===== config.mk =====
export PLATFORM = sky130hd
export DESIGN_NAME = fetch_stage_flat
export DESIGN_NICKNAME = d
export VERILOG_FILES = /design/src/rtl/rv32i_types_pkg.sv /design/src/rtl/fetch_stage_if.sv /design/src/rtl/fetch_ex_latch.sv /design/src/rtl/fetch_stage.sv /design/src/flat_wrapper.sv
export SDC_FILE = /design/constraint.sdc
export NUM_CORES = 1
export LEC_CHECK = 0
export ABC_AREA = 1
export BUFFER_PORTS_ARGS = -buffer_cell sky130_fd_sc_hd__buf_2
export CELL_PAD_IN_SITES_DETAIL_PLACEMENT = 1
export CELL_PAD_IN_SITES_GLOBAL_PLACEMENT = 1
export CORE_UTILIZATION = 30
export CTS_BUF_LIST = sky130_fd_sc_hd__clkbuf_4
export CTS_CLUSTER_SIZE = 16
export DETAILED_ROUTE_END_ITERATION = 8
export PLACE_DENSITY_LB_ADDON = 0.1
export SYNTH_ARGS = -nofsm -noshare
export SYNTH_HDL_FRONTEND = slang
export SYNTH_SLANG_ARGS = --single-unit

===== constraint.sdc =====
create_clock -name CLK -period 1.7 [get_ports CLK]
set_input_delay 0.085 -clock CLK [delete_from_list [all_inputs] [get_ports CLK]]
set_output_delay 0.085 -clock CLK [all_outputs]
set_load 0.01 [all_outputs]

===== src/rtl/rv32i_types_pkg.sv =====
// Shared RV32I pipeline types.
//   word_t         32-bit datapath word
//   RV32I_NOP      canonical NOP (addi x0, x0, 0)
//   fetch_state_t  fetch FSM: FETCH issues reads, DISCARD drains a wrong-path read
//   fetch_ex_t     contents of the IF/EX pipeline latch
package rv32i_types_pkg;

  typedef logic [31:0] word_t;

  localparam word_t RV32I_NOP = 32'h0000_0013;

  typedef enum logic {
    FETCH   = 1'b0,
    DISCARD = 1'b1
  } fetch_state_t;

  typedef struct packed {
    logic  valid;
    word_t instr;
    word_t pc;
    word_t pc4;
    logic  misaligned;
  } fetch_ex_t;

endpackage


===== src/rtl/fetch_stage_if.sv =====
// Instruction-memory bus between the fetch stage (master) and memory (slave).
//   imem_addr   read address            (master -> slave)
//   imem_ren    read enable             (master -> slave)
//   imem_rdata  read data, valid when !imem_busy (slave -> master)
//   imem_busy   read not yet complete   (slave -> master)
interface fetch_stage_if;
  import rv32i_types_pkg::*;

  word_t imem_addr;
  logic  imem_ren;
  word_t imem_rdata;
  logic  imem_busy;

  modport master (
    output imem_addr,
    output imem_ren,
    input  imem_rdata,
    input  imem_busy
  );

  modport slave (
    input  imem_addr,
    input  imem_ren,
    output imem_rdata,
    output imem_busy
  );

endinterface


===== src/rtl/fetch_ex_latch.sv =====
// IF/EX pipeline register. Priority: flush > stall > load.
//   i_clk    clock
//   i_nrst   synchronous active-low reset
//   i_flush  invalidate entry (valid=0, instr=NOP, misaligned=0; pc/pc4 hold)
//   i_stall  hold all fields
//   i_d      next entry when neither flush nor stall
//   o_q      current latch contents
module fetch_ex_latch
  import rv32i_types_pkg::*;
(
  input  logic      i_clk,
  input  logic      i_nrst,
  input  logic      i_flush,
  input  logic      i_stall,
  input  fetch_ex_t i_d,
  output fetch_ex_t o_q
);

  fetch_ex_t r_q;

  always_ff @(posedge i_clk) begin
    if (!i_nrst) begin
      r_q.valid      <= 1'b0;
      r_q.instr      <= RV32I_NOP;
      r_q.pc         <= '0;
      r_q.pc4        <= '0;
      r_q.misaligned <= 1'b0;
    end else if (i_flush) begin
      r_q.valid      <= 1'b0;
      r_q.instr      <= RV32I_NOP;
      r_q.misaligned <= 1'b0;
    end else if (!i_stall) begin
      r_q <= i_d;
    end
  end

  assign o_q = r_q;

endmodule


===== src/rtl/fetch_stage.sv =====
// RV32I fetch stage: PC register, instruction-memory address mux, and a
// two-state FSM that drains a read made wrong-path by a redirect.
//   CLK, nRST            clock, synchronous active-low reset
//   pc_en, npc_sel       hazard unit: advance PC / select brj_addr over PC+4
//   if_ex_stall/flush    hazard unit: hold / invalidate IF/EX latch
//   brj_addr             redirect target from execute
//   i_ram_busy, iren     to hazard unit: fetch incomplete / stage active
//   imem                 instruction-memory bus (master side)
//   fetch_ex_*           IF/EX latch outputs
module fetch_stage
  import rv32i_types_pkg::*;
#(
  parameter word_t RESET_PC = 32'h0000_0200
) (
  input  logic          CLK,
  input  logic          nRST,
  input  logic          pc_en,
  input  logic          npc_sel,
  input  logic          if_ex_stall,
  input  logic          if_ex_flush,
  input  word_t         brj_addr,
  output logic          i_ram_busy,
  output logic          iren,
  fetch_stage_if.master imem,
  output logic          fetch_ex_valid,
  output word_t         fetch_ex_instr,
  output word_t         fetch_ex_pc,
  output word_t         fetch_ex_pc4,
  output logic          fetch_ex_misaligned
);

  word_t        r_pc;
  word_t        r_hold_addr;
  fetch_state_t r_state;
  logic         r_active;

  logic      w_aligned;
  logic      w_ren;
  logic      w_done;
  word_t     w_pc4;
  fetch_ex_t w_latch_d;
  fetch_ex_t w_latch_q;

  always_comb begin
    w_aligned = (r_pc[1:0] == 2'b00);
    w_pc4     = r_pc + 32'd4;
    w_ren     = r_active & ((r_state == DISCARD) | w_aligned);
    // Misaligned PCs complete at once without touching memory.
    w_done    = r_active & (r_state == FETCH) & (!w_aligned | !imem.imem_busy);

    imem.imem_addr = (r_state == DISCARD) ? r_hold_addr : r_pc;
    imem.imem_ren  = w_ren;
    i_ram_busy     = r_active & !w_done;
    iren           = r_active;

    w_latch_d.valid      = w_done;
    w_latch_d.instr      = w_aligned ? imem.imem_rdata : RV32I_NOP;
    w_latch_d.pc         = r_pc;
    w_latch_d.pc4        = w_pc4;
    w_latch_d.misaligned = !w_aligned;
  end

  always_ff @(posedge CLK) begin
    if (!nRST) begin
      r_pc        <= RESET_PC;
      r_hold_addr <= '0;
      r_state     <= FETCH;
      r_active    <= 1'b0;
    end else begin
      r_active <= 1'b1;
      if (pc_en) begin
        r_pc <= npc_sel ? brj_addr : w_pc4;
      end
      case (r_state)
        FETCH: begin
          // Redirect while a read is outstanding: remember its address and
          // keep presenting it until memory completes, then drop the data.
          if (pc_en && npc_sel && imem.imem_busy && w_ren) begin
            r_hold_addr <= r_pc;
            r_state     <= DISCARD;
          end
        end
        DISCARD: begin
          if (!imem.imem_busy) begin
            r_state <= FETCH;
          end
        end
        default: r_state <= FETCH;
      endcase
    end
  end

  fetch_ex_latch u_latch (
    .i_clk   (CLK),
    .i_nrst  (nRST),
    .i_flush (if_ex_flush),
    .i_stall (if_ex_stall),
    .i_d     (w_latch_d),
    .o_q     (w_latch_q)
  );

  assign fetch_ex_valid      = w_latch_q.valid;
  assign fetch_ex_instr      = w_latch_q.instr;
  assign fetch_ex_pc         = w_latch_q.pc;
  assign fetch_ex_pc4        = w_latch_q.pc4;
  assign fetch_ex_misaligned = w_latch_q.misaligned;

endmodule


===== src/flat_wrapper.sv =====
// flat-port wrapper written by rule: the top's interface ports become plain ports
module fetch_stage_flat import rv32i_types_pkg::*;
#(
  parameter word_t RESET_PC = 32'h0000_0200
)
  (CLK, nRST, pc_en, npc_sel, if_ex_stall, if_ex_flush, brj_addr, i_ram_busy, iren, fetch_ex_valid, fetch_ex_instr, fetch_ex_pc, fetch_ex_pc4, fetch_ex_misaligned, imem_imem_addr, imem_imem_ren, imem_imem_rdata, imem_imem_busy);
  fetch_stage_if imem_i ();
  input  logic CLK;
  input  logic nRST;
  input  logic pc_en;
  input  logic npc_sel;
  input  logic if_ex_stall;
  input  logic if_ex_flush;
  input  word_t brj_addr;
  output logic i_ram_busy;
  output logic iren;
  output logic fetch_ex_valid;
  output word_t fetch_ex_instr;
  output word_t fetch_ex_pc;
  output word_t fetch_ex_pc4;
  output logic fetch_ex_misaligned;
  output wire logic [$bits(imem_i.imem_addr)-1:0] imem_imem_addr;
  output wire logic [$bits(imem_i.imem_ren)-1:0] imem_imem_ren;
  input wire logic [$bits(imem_i.imem_rdata)-1:0] imem_imem_rdata;
  input wire logic [$bits(imem_i.imem_busy)-1:0] imem_imem_busy;
  assign imem_imem_addr = imem_i.imem_addr;
  assign imem_imem_ren = imem_i.imem_ren;
  assign imem_i.imem_rdata = imem_imem_rdata;
  assign imem_i.imem_busy = imem_imem_busy;
  fetch_stage #(.RESET_PC(RESET_PC)) u_core (.CLK(CLK), .nRST(nRST), .pc_en(pc_en), .npc_sel(npc_sel), .if_ex_stall(if_ex_stall), .if_ex_flush(if_ex_flush), .brj_addr(brj_addr), .i_ram_busy(i_ram_busy), .iren(iren), .imem(imem_i), .fetch_ex_valid(fetch_ex_valid), .fetch_ex_instr(fetch_ex_instr), .fetch_ex_pc(fetch_ex_pc), .fetch_ex_pc4(fetch_ex_pc4), .fetch_ex_misaligned(fetch_ex_misaligned));
endmodule

# Yosys cells after proc, flatten, opt, wreduce, memory -nomap -nowiden
# Cells that the tools add are included.
# totals
ff_bits	164
output_inout_bits	133
wordCells	37
input_bits	71
# classes
n_reduce_logical	10
mux	7
addsub	1
bitwise	10
# ops
operator	count
32-bit two-way mux	3
32-bit by 3-bit adder with 32-bit output (second input constant)	1
1-bit bitwise AND	4
1-bit inverter	4
2-bit AND reduction	2
1-bit logical AND	3
1-bit zero test	3
1-bit two-way mux	3
2-bit zero test	1
1-bit OR	2
1-bit one-hot mux with 2 select lines	1
2-bit OR reduction	1

# Longest topological paths before layout
# Gate-level depths: netlist of the first run.
# depth
depth_word	6
ltp_mapped	10
depth_no_buf	10

# Hierarchy
# Synthesis of the first run repeated with hierarchy kept, for this count alone.
# hier_totals
hier_cells	1198
area_unflattened_um2	7968.9
# modules_own_cells
mod	n_inst	area_each_um2	seq_area_each_um2	cells_per_inst
fetch_stage	1	4126.5	1321.3	642
fetch_ex_latch	1	3842.4	1961.9	556

# Worst setup path after synthesis of the first run
# OpenSTA, ideal clock, no wires.
# synth_timing
path_kind	reg2reg
startpoint	register u_core.r_pc[3]
endpoint	register u_core.u_latch.r_q, in the netlist u_core.u_latch.o_q[25]
setup_time_ns	0.115
t_arrival_ns	1.358
path_stages_with_launch	11
path_buffers	0
synth_period_minus_slack_ns	1.474
path_slack_ns	0.226
required_ns	1.585
cell_sequence	dfxtp_1 -> ha_1 -> nand2_1 -> nor2_4 -> nand2_1 -> nor2_2 -> nand2_1 -> nand2_1 -> nand2_1 -> o21ai_0 -> inv_1
# synth_via
elab_chain_cells	1
# synth_rtl
element	line_no	source
from (decl)	fetch_stage.sv:32	word_t r_pc;
from (signal assigned)	fetch_stage.sv:72	r_pc <= npc_sel ? brj_addr : w_pc4;
32-bit by 3-bit adder with 32-bit output	fetch_stage.sv:46	w_pc4 = r_pc + 32'd4;
to (signal assigned)	fetch_ex_latch.sv:33	r_q <= i_d;
to (decl)	fetch_ex_latch.sv:19	fetch_ex_t r_q;
# No other way between the ends.
# A chain may end at the register's enable or synchronous reset.

# Worst setup path in the final report of the first run
# layout_timing
startpoint	register u_core.r_state
endpoint	output imem_imem_addr[1]
# layout_via
elab_chain_cells	1
# layout_rtl
element	line_no	source
from (decl)	fetch_stage.sv:34	fetch_state_t r_state;
from (signal assigned)	fetch_stage.sv:67	r_state <= FETCH;
from (signal assigned)	fetch_stage.sv:80	r_state <= DISCARD;
from (signal assigned)	fetch_stage.sv:85	r_state <= FETCH;
32-bit two-way mux	fetch_stage.sv:51	imem.imem_addr = (r_state == DISCARD) ? r_hold_addr : r_pc;
to (decl)	flat_wrapper.sv:22	output wire logic [$bits(imem_i.imem_addr)-1:0] imem_imem_addr;
# No other way between the ends.

==> results.py, run 1 <==
metrics = {
    "route": {
        "drtIter0Drc": 347,
        "wl_per_cell_um": 16.6,
        "first_pass_iters": 4,
        "postRouteWirelength_um": 26300,
        "drcViolationCount": 0,
        "antenna_left": 0,
        "viasPerCell": 4.65,
        "vias": 7382,
    },
    "setup_path": {
        "reg2reg_to": "u_core.u_latch.o_q[28]$_SDFFE_PN0P_",
        "crit_type": "reg2out",
        "cp.arrival_ns": 1.57,
        "cp.required_ns": 1.62,
        "rr_worst_depth": 10,
        "start_kind": "flop",
        "rrSetupSlack_ns": 0.11,
        "cp_max_fo": 32,
        "r2r-start": "u_core.r_pc[3]$_SDFFE_PN0P_",
        "cp-end-kind": "output pin",
    },
    "cts": {
        "cts_root_buf": "clkbuf_4",
        "clk_pin_slew_ns": 0.15,
        "cts.sinks": 162,
        "htreeDepth": 4,
        "cts_buffer_depth": 2,
        "cts_tree": "done",
        "insertion_delay_ns": 0.59,
        "numCtsBuffers": 17,
    },
    "die": {
        "die_h_um": 155,
        "dieWidth_um": 155,
        "dieArea_sq_um": 23900,
        "rows": 55,
        "core_area_sq_um": 22800,
        "pin_count": 204,
        "start_util_pct": 30.7,
    },
    "worst_hold_path": {
        "min_to": "u_core.r_state$_SDFF_PN0_",
        "hp-class": "in2reg",
        "min_path_cells": 5,
        "min_from": "npc_sel",
    },
    "timing": {
        "clock_skew_ns": 0.0327,
        "fmax_ghz": 0.605,
        "worstMarginPinSlew_ns": 0.874,
        "rsz0062_at_grt": "yes",
        "final_hold_viol_count": 0,
        "tns_ns": 0,
        "maxSlewViolCount": 0,
        "max-slew-margin-rel_pct": 41.5,
        "fin_crit_ns": 1.65,
        "period_share_pct": 97.2,
        "setup_viol": 0,
    },
    "cells_and_area": {
        "nets": 1334,
        "fill_cells": 2927,
        "area_growth_pct": 39.3,
        "final_common_cell": "nand2_1",
        "drive_gt1_share_pct": 24.5,
        "final_cell_mix": "232 x nand2_1, 202 x buf_2, 152 x dfxtp_1, 131 x o21ai_0, 119 x a21oi_1",
    },
    "pwr": {
        "cell_internal_pwr_w": 0.00546,
        "combPwrFrac_pct": 15.6,
        "power_w": 0.00792,
        "clockPowerShare_pct": 32.7,
        "swShare_pct": 31.1,
        "max-vdd-ir-drop_mv": 0.448,
        "leakage_nw": 4.44,
        "pwr_density_cell_nw_per_um2": 813,
        "p_sw_w": 0.00246,
        "p_seq_share_pct": 51.7,
    },
    "grt": {
        "antenna_found_initial": 1,
        "grtUsageTotal_pct": 21.6,
        "grt_pass1_wl_um": 40200,
        "grt_pass1_vias": 7297,
        "grt_max_degree": 60,
        "grt_overflow_total": 0,
    },
    "synth": {
        "synth_nets": 1057,
        "ys.warnings.count": 0,
        "ys_ff_latch": 162,
        "avgSynthCellArea_sq_um": 7.10,
        "ys_types": 29,
        "synth_area_sq_um": 6990,
        "ys_seq_area_share_pct": 46.4,
        "synthCells": 985,
    },
    "status": {
        "outcome": "completed",
    },
    "placed_design": {
        "gp_congestion": 0.827,
        "portBuffers": 203,
        "dp_hpwl_um": 17400,
    },
    "job": {
        "cap_violations": 0,
    },
}
cell usage after synthesis:
master    count  share of area, %
a21oi_1     120               8.6
nor2_4        7               1.1
o221ai_1      1              0.13
nor2_2        8              0.72
nand2_2       4              0.36
a21o_1        2              0.21
clkinv_2      1             0.072
and2_1        2              0.18
inv_2         3              0.16
buf_2        10              0.72
nor2_1       97               5.2
o211ai_1      1              0.11
nand2_1     233                13
xor2_2        1              0.23
a31oi_1       3              0.27
a221oi_1      2              0.25
buf_6         4              0.64
buf_1         2              0.11
nand2_4       2              0.32
dfxtp_1     162                46
nand3_1      17               1.2
o22ai_1       3              0.27
o21ai_1       2              0.14
xor2_1       14               1.8
o21ai_0     147                11
buf_4         6              0.64
inv_1        94               5.0
clkbuf_1     36               1.9
ha_1          1              0.18
worst max-delay path by stage:
stage                                       startpoint                             endpoint  cells after the start  slack, ns
final                        u_core.r_state$_SDFF_PN0_                    imem_imem_addr[1]                      4       0.05
after global routing         u_core.r_state$_SDFF_PN0_                    imem_imem_addr[6]                      4      -0.05
after CTS                                         nRST   u_core.r_hold_addr[2]$_SDFFE_PN0P_                      6      0.005
after detailed placement   u_core.r_pc[2]$_SDFFE_PN0P_  u_core.u_latch.o_q[25]$_SDFFE_PN0P_                     10       0.05
after global placement    u_core.r_pc[17]$_SDFFE_PN0P_  u_core.u_latch.o_q[28]$_SDFFE_PN0P_                      9       0.12
after floorplan            u_core.r_pc[3]$_SDFFE_PN0P_  u_core.u_latch.o_q[25]$_SDFFE_PN0P_                     10       0.23
sequential cells by signal, summed over array words and instances, names as in the netlist:
signal	flops
u_core.u_latch.o_q	96
u_core.iren	1
u_core.r_state	1
u_core.r_hold_addr	32
u_core.r_pc	32
layout make-up:
class	count	area (sq um)	area share, %
Sequential cell	162	3260	33.5
Multi-Input combinational cell	667	3180	32.7
Timing Repair Buffer	316	2220	22.8
Tap cell	313	392	4.02
Inverter	98	369	3.79
Clock inverter	15	186	1.91
Clock buffer	17	128	1.31
Antenna cell	1	2.50	0.0257
per-layer routing:
metal	part of all wire (%)	vias to the layer above	global-route usage (%)
li1	-	3704	-
met1	48	3501	28.5
met2	47	155	36.2
met3	4.0	22	4.34
met4	1.1	0	4.90
met5	0	-	0
worst max-delay path, cell delays in order, from the launching register on:
cell and delay, ns:
dfxtp_4 0.47, buf_16 0.21, nand2_1 0.08, o21ai_1 0.08, buf_2 0.16
kinds of logic (layout without fill, tap and decap cells):
group	Yosys count	in the layout	synth area share, %
fa+ha+maj	1	1	0.179
xor+xnor	15	15	1.99
flops	162	162	46.4
other cells	0	1	0
simple gates	370	370	21.6
compound gates	281	281	20.5
buf+inv	156	446	9.32
power groups by stage:
stage / clock network, W / registers [W] / logic [W]
finish: 0.00259 / 0.00409 / 0.00124
global placement: 0 / 0.00417 / 0.00104
CTS: 0.00269 / 0.00409 / 0.00122
detailed placement: 0 / 0.00417 / 0.00104
global route: 0.00283 / 0.00412 / 0.00137
floorplan: 0 / 0.00421 / 0.000512
per-stage QoR:
| stage | cell area, sq um | instances | utilization [%] | hold slack (ns) | setup WS, ns |
|---|---|---|---|---|---|
| final | 9740 | 1589 | 42.8 | 0.0751 | 0.0469 |
| after global routing | 9740 | 1589 | 42.8 | 0.0670 | -0.0476 |
| after CTS | 9570 | 1583 | 42.0 | 0.0318 | 0.00495 |
| after detailed placement | 8360 | 1464 | 36.7 | 0.311 | 0.0489 |
| after global placement | 8360 | 1464 | 36.7 | 0.303 | 0.116 |
| after floorplan | 6990 | 985 | - | 0.113 | 0.226 |
what timing repair did:
action,4_1_cts,5_1_grt
endpoints found under the hold margin,90,0
endpoints found under the setup margin,5,92
cloned,1,3
hold buffers,86,0
buffers inserted,0,2
pin swaps,0,6
resized for setup,8,40
Power figures use the tool's default switching activity.
==> run 2: changes to the inputs <==
--- a/config.mk
+++ b/config.mk
@@ -9,8 +9,10 @@
 export BUFFER_PORTS_ARGS = -buffer_cell sky130_fd_sc_hd__buf_2
 export CELL_PAD_IN_SITES_DETAIL_PLACEMENT = 1
 export CELL_PAD_IN_SITES_GLOBAL_PLACEMENT = 1
+export CORE_MARGIN = 1.5
 export CORE_UTILIZATION = 30
 export CTS_BUF_LIST = sky130_fd_sc_hd__clkbuf_4
+export CTS_CLUSTER_DIAMETER = 200
 export CTS_CLUSTER_SIZE = 16
 export DETAILED_ROUTE_END_ITERATION = 8
 export PLACE_DENSITY_LB_ADDON = 0.1
==> run 2 against run 1 <==
Effect of this change: non-clock buffer count increased by 7; combinational power barely moved; die area increased by 1.3%; via count hardly changed; maximum frequency is 4.7% lower; clock skew fell by 0.0038 ns; largest cell class unchanged; the run now ends with setup timing left; critical path type is now in2reg; final area hardly changed; global-route usage decreased by 0.088 points; routed wire length stayed put; sequential share of layout area about the same; setup slack worse by 0.081 ns; hold slack gained 0.0025 ns.
==> results.py, run 2 (synthesized netlist as in run 1, its figures left out) <==
metrics = {
    "placed_design": {
        "gp_congestion": 0.774,
        "dp_hpwl_um": 17400,
        "portBuffers": 203,
        "preCtsSetupSlack_ns": 0.0744,
    },
    "route": {
        "met2_length_um": 12600,
        "first_pass_iters": 4,
        "wl_met3_um": 1120,
        "highest_layer": "met4",
        "vias": 7389,
        "viasPerCell": 4.63,
        "drcViolationCount": 0,
        "met1_length_um": 12300,
        "drtIter0Drc": 359,
        "postRouteWirelength_um": 26300,
        "wl_per_cell_um": 16.5,
        "antenna_left": 0,
    },
    "pwr": {
        "max-vdd-ir-drop_mv": 0.505,
        "leakage_nw": 4.48,
        "power_w": 0.00773,
        "pwr_density_cell_nw_per_um2": 793,
    },
    "status": {
        "outcome": "complete, but fails checks",
        "violations": "setup timing",
    },
    "cts": {
        "cts_buffer_depth": 2,
        "clk_pin_slew_ns": 0.16,
        "cts.sinks": 162,
        "cts_tree": "done",
        "htreeDepth": 4,
        "numCtsBuffers": 17,
        "cts_root_buf": "clkbuf_4",
        "insertion_delay_ns": 0.57,
    },
    "setup_path": {
        "crit_type": "in2reg",
        "cp.arrival_ns": 2.21,
        "worstPathCellList": "dlygate4sd3_1 -> buf_2 -> nand2_4 -> o21ai_1 -> dlygate4sd3_1 -> a21oi_1 -> dlygate4sd3_1",
        "cpLargestDelayFamily": "buffers and inverters",
        "start_kind": "primary input",
        "slowest_delay_ns": 0.58,
        "cp_max_fo": 7,
        "cp-end-kind": "flop",
        "crit_buf_inv": 4,
        "cp.required_ns": 2.17,
        "crit_top_cell": "dlygate4sd3_1",
        "critPathSlowestCell": "dlygate4sd3_1",
    },
    "grt": {
        "grt_pass1_vias": 7541,
        "grt_overflow_total": 0,
        "grt_pass1_wl_um": 40900,
        "grtUsageTotal_pct": 21.5,
        "grt_max_degree": 60,
        "antenna_found_initial": 1,
    },
    "timing": {
        "fmax_ghz": 0.577,
        "rsz0062_at_grt": "yes",
        "final_hold_viol_count": 0,
        "worstMarginPinSlew_ns": 0.414,
        "setup_viol": 1,
        "period_share_pct": 102,
        "fin_crit_ns": 1.73,
        "max-slew-margin-rel_pct": 72.4,
        "holdWs_ns": 0.0776,
        "setup_slack_ns": -0.0341,
        "clock_skew_ns": 0.0290,
        "maxSlewViolCount": 0,
    },
    "die": {
        "die_h_um": 156,
        "dieWidth_um": 156,
        "start_util_pct": 30.7,
        "pin_count": 204,
        "rows": 55,
        "core_area_sq_um": 22800,
        "dieArea_sq_um": 24200,
    },
    "cells_and_area": {
        "nets": 1341,
        "final_common_cell": "nand2_1",
        "drive_gt1_share_pct": 25.1,
        "largest_reg_flops": 96,
        "final_cell_mix": "229 x nand2_1, 201 x buf_2, 153 x dfxtp_1, 113 x o21ai_0, 112 x a21oi_1",
        "fill_cells": 2937,
        "area_growth_pct": 39.3,
    },
    "job": {
        "cap_violations": 0,
    },
    "worst_hold_path": {
        "hp-class": "in2reg",
    },
}
## run 2: cell types whose count changed in the layout (fill, tap and decap cells not counted), sizes merged, moves of 2 or more
cell,delta
clkinvlp,+2
inv,-5
buf,+6
clkinv,+3
## run 2: final timing paths
kind | from | to | slack (ns) | cells past startpoint
worst max-delay path | npc_sel | u_core.r_pc[0]$_SDFFE_PN0N_ | -0.03 | 7
worst min-delay path | nRST | u_core.r_pc[3]$_SDFFE_PN0P_ | 0.08 | 4
worst max register to register | u_core.r_pc[2]$_SDFFE_PN0P_ | u_core.r_pc[18]$_SDFFE_PN0P_ | 0.07 | 9
worst min register to register | u_core.r_hold_addr[0]$_SDFFE_PN0P_ | u_core.r_hold_addr[0]$_SDFFE_PN0P_ | 0.46 | 2
## run 2: cell type report
type | count | area [sq um] | area share [%]
tap | 313 | 392 | 4.02
timing repair buffer | 323 | 2260 | 23.2
sequential | 162 | 3260 | 33.4
multi-input combinational | 667 | 3180 | 32.6
inverter | 98 | 369 | 3.79
antenna | 1 | 2.50 | 0.0257
clock inverter | 14 | 144 | 1.48
clock buffer | 18 | 135 | 1.39
## run 2: routing by layer
metal | global-route usage (%) | vias up
met5 | 0 | -
li1 | - | 3717
met2 | 37.2 | 149
met4 | 4.67 | 0
met3 | 4.28 | 12
met1 | 27.7 | 3511
## run 2: power by group
group / leakage (nW) / internal (W) / switching (W)
Sequential: 1.33 / 0.00398 / 0.000112
Combinational: 3.01 / 0.000539 / 0.000719
Clock: 0.147 / 0.000787 / 0.00159
## run 2: timing repair
action | 4_1_cts | 5_1_grt
hold buffers | 90 | 0
pin swaps | 0 | 8
buffers inserted | 0 | 7
endpoints found under the hold margin | 91 | 0
resized for setup | 20 | 47
cloned | 1 | 2
setup endpoints to repair | 2 | 65
## run 2: worst reg2reg max path, stage by stage, from the launching register on
cell and delay, ns:
dfxtp_2 0.38, ha_2 0.19, nand2_1 0.09, nor2_4 0.18, nand2_4 0.11, nor2_4 0.16, buf_4 0.14, xor2_1 0.17
nand2_1 0.07, a21oi_1 0.11
## run 2: metrics by stage
| stage | cells | utilization (%) | instance area (sq um) | TNS (ns) |
|---|---|---|---|---|
| finish | 1596 | 42.8 | 9740 | -0.0341 |
| global route | 1596 | 42.8 | 9740 | -0.893 |
| CTS | 1590 | 42.1 | 9580 | 0 |
| detailed placement | 1467 | 36.7 | 8370 | 0 |
| global placement | 1467 | 36.7 | 8370 | 0 |
| floorplan | 985 | - | 6990 | 0 |
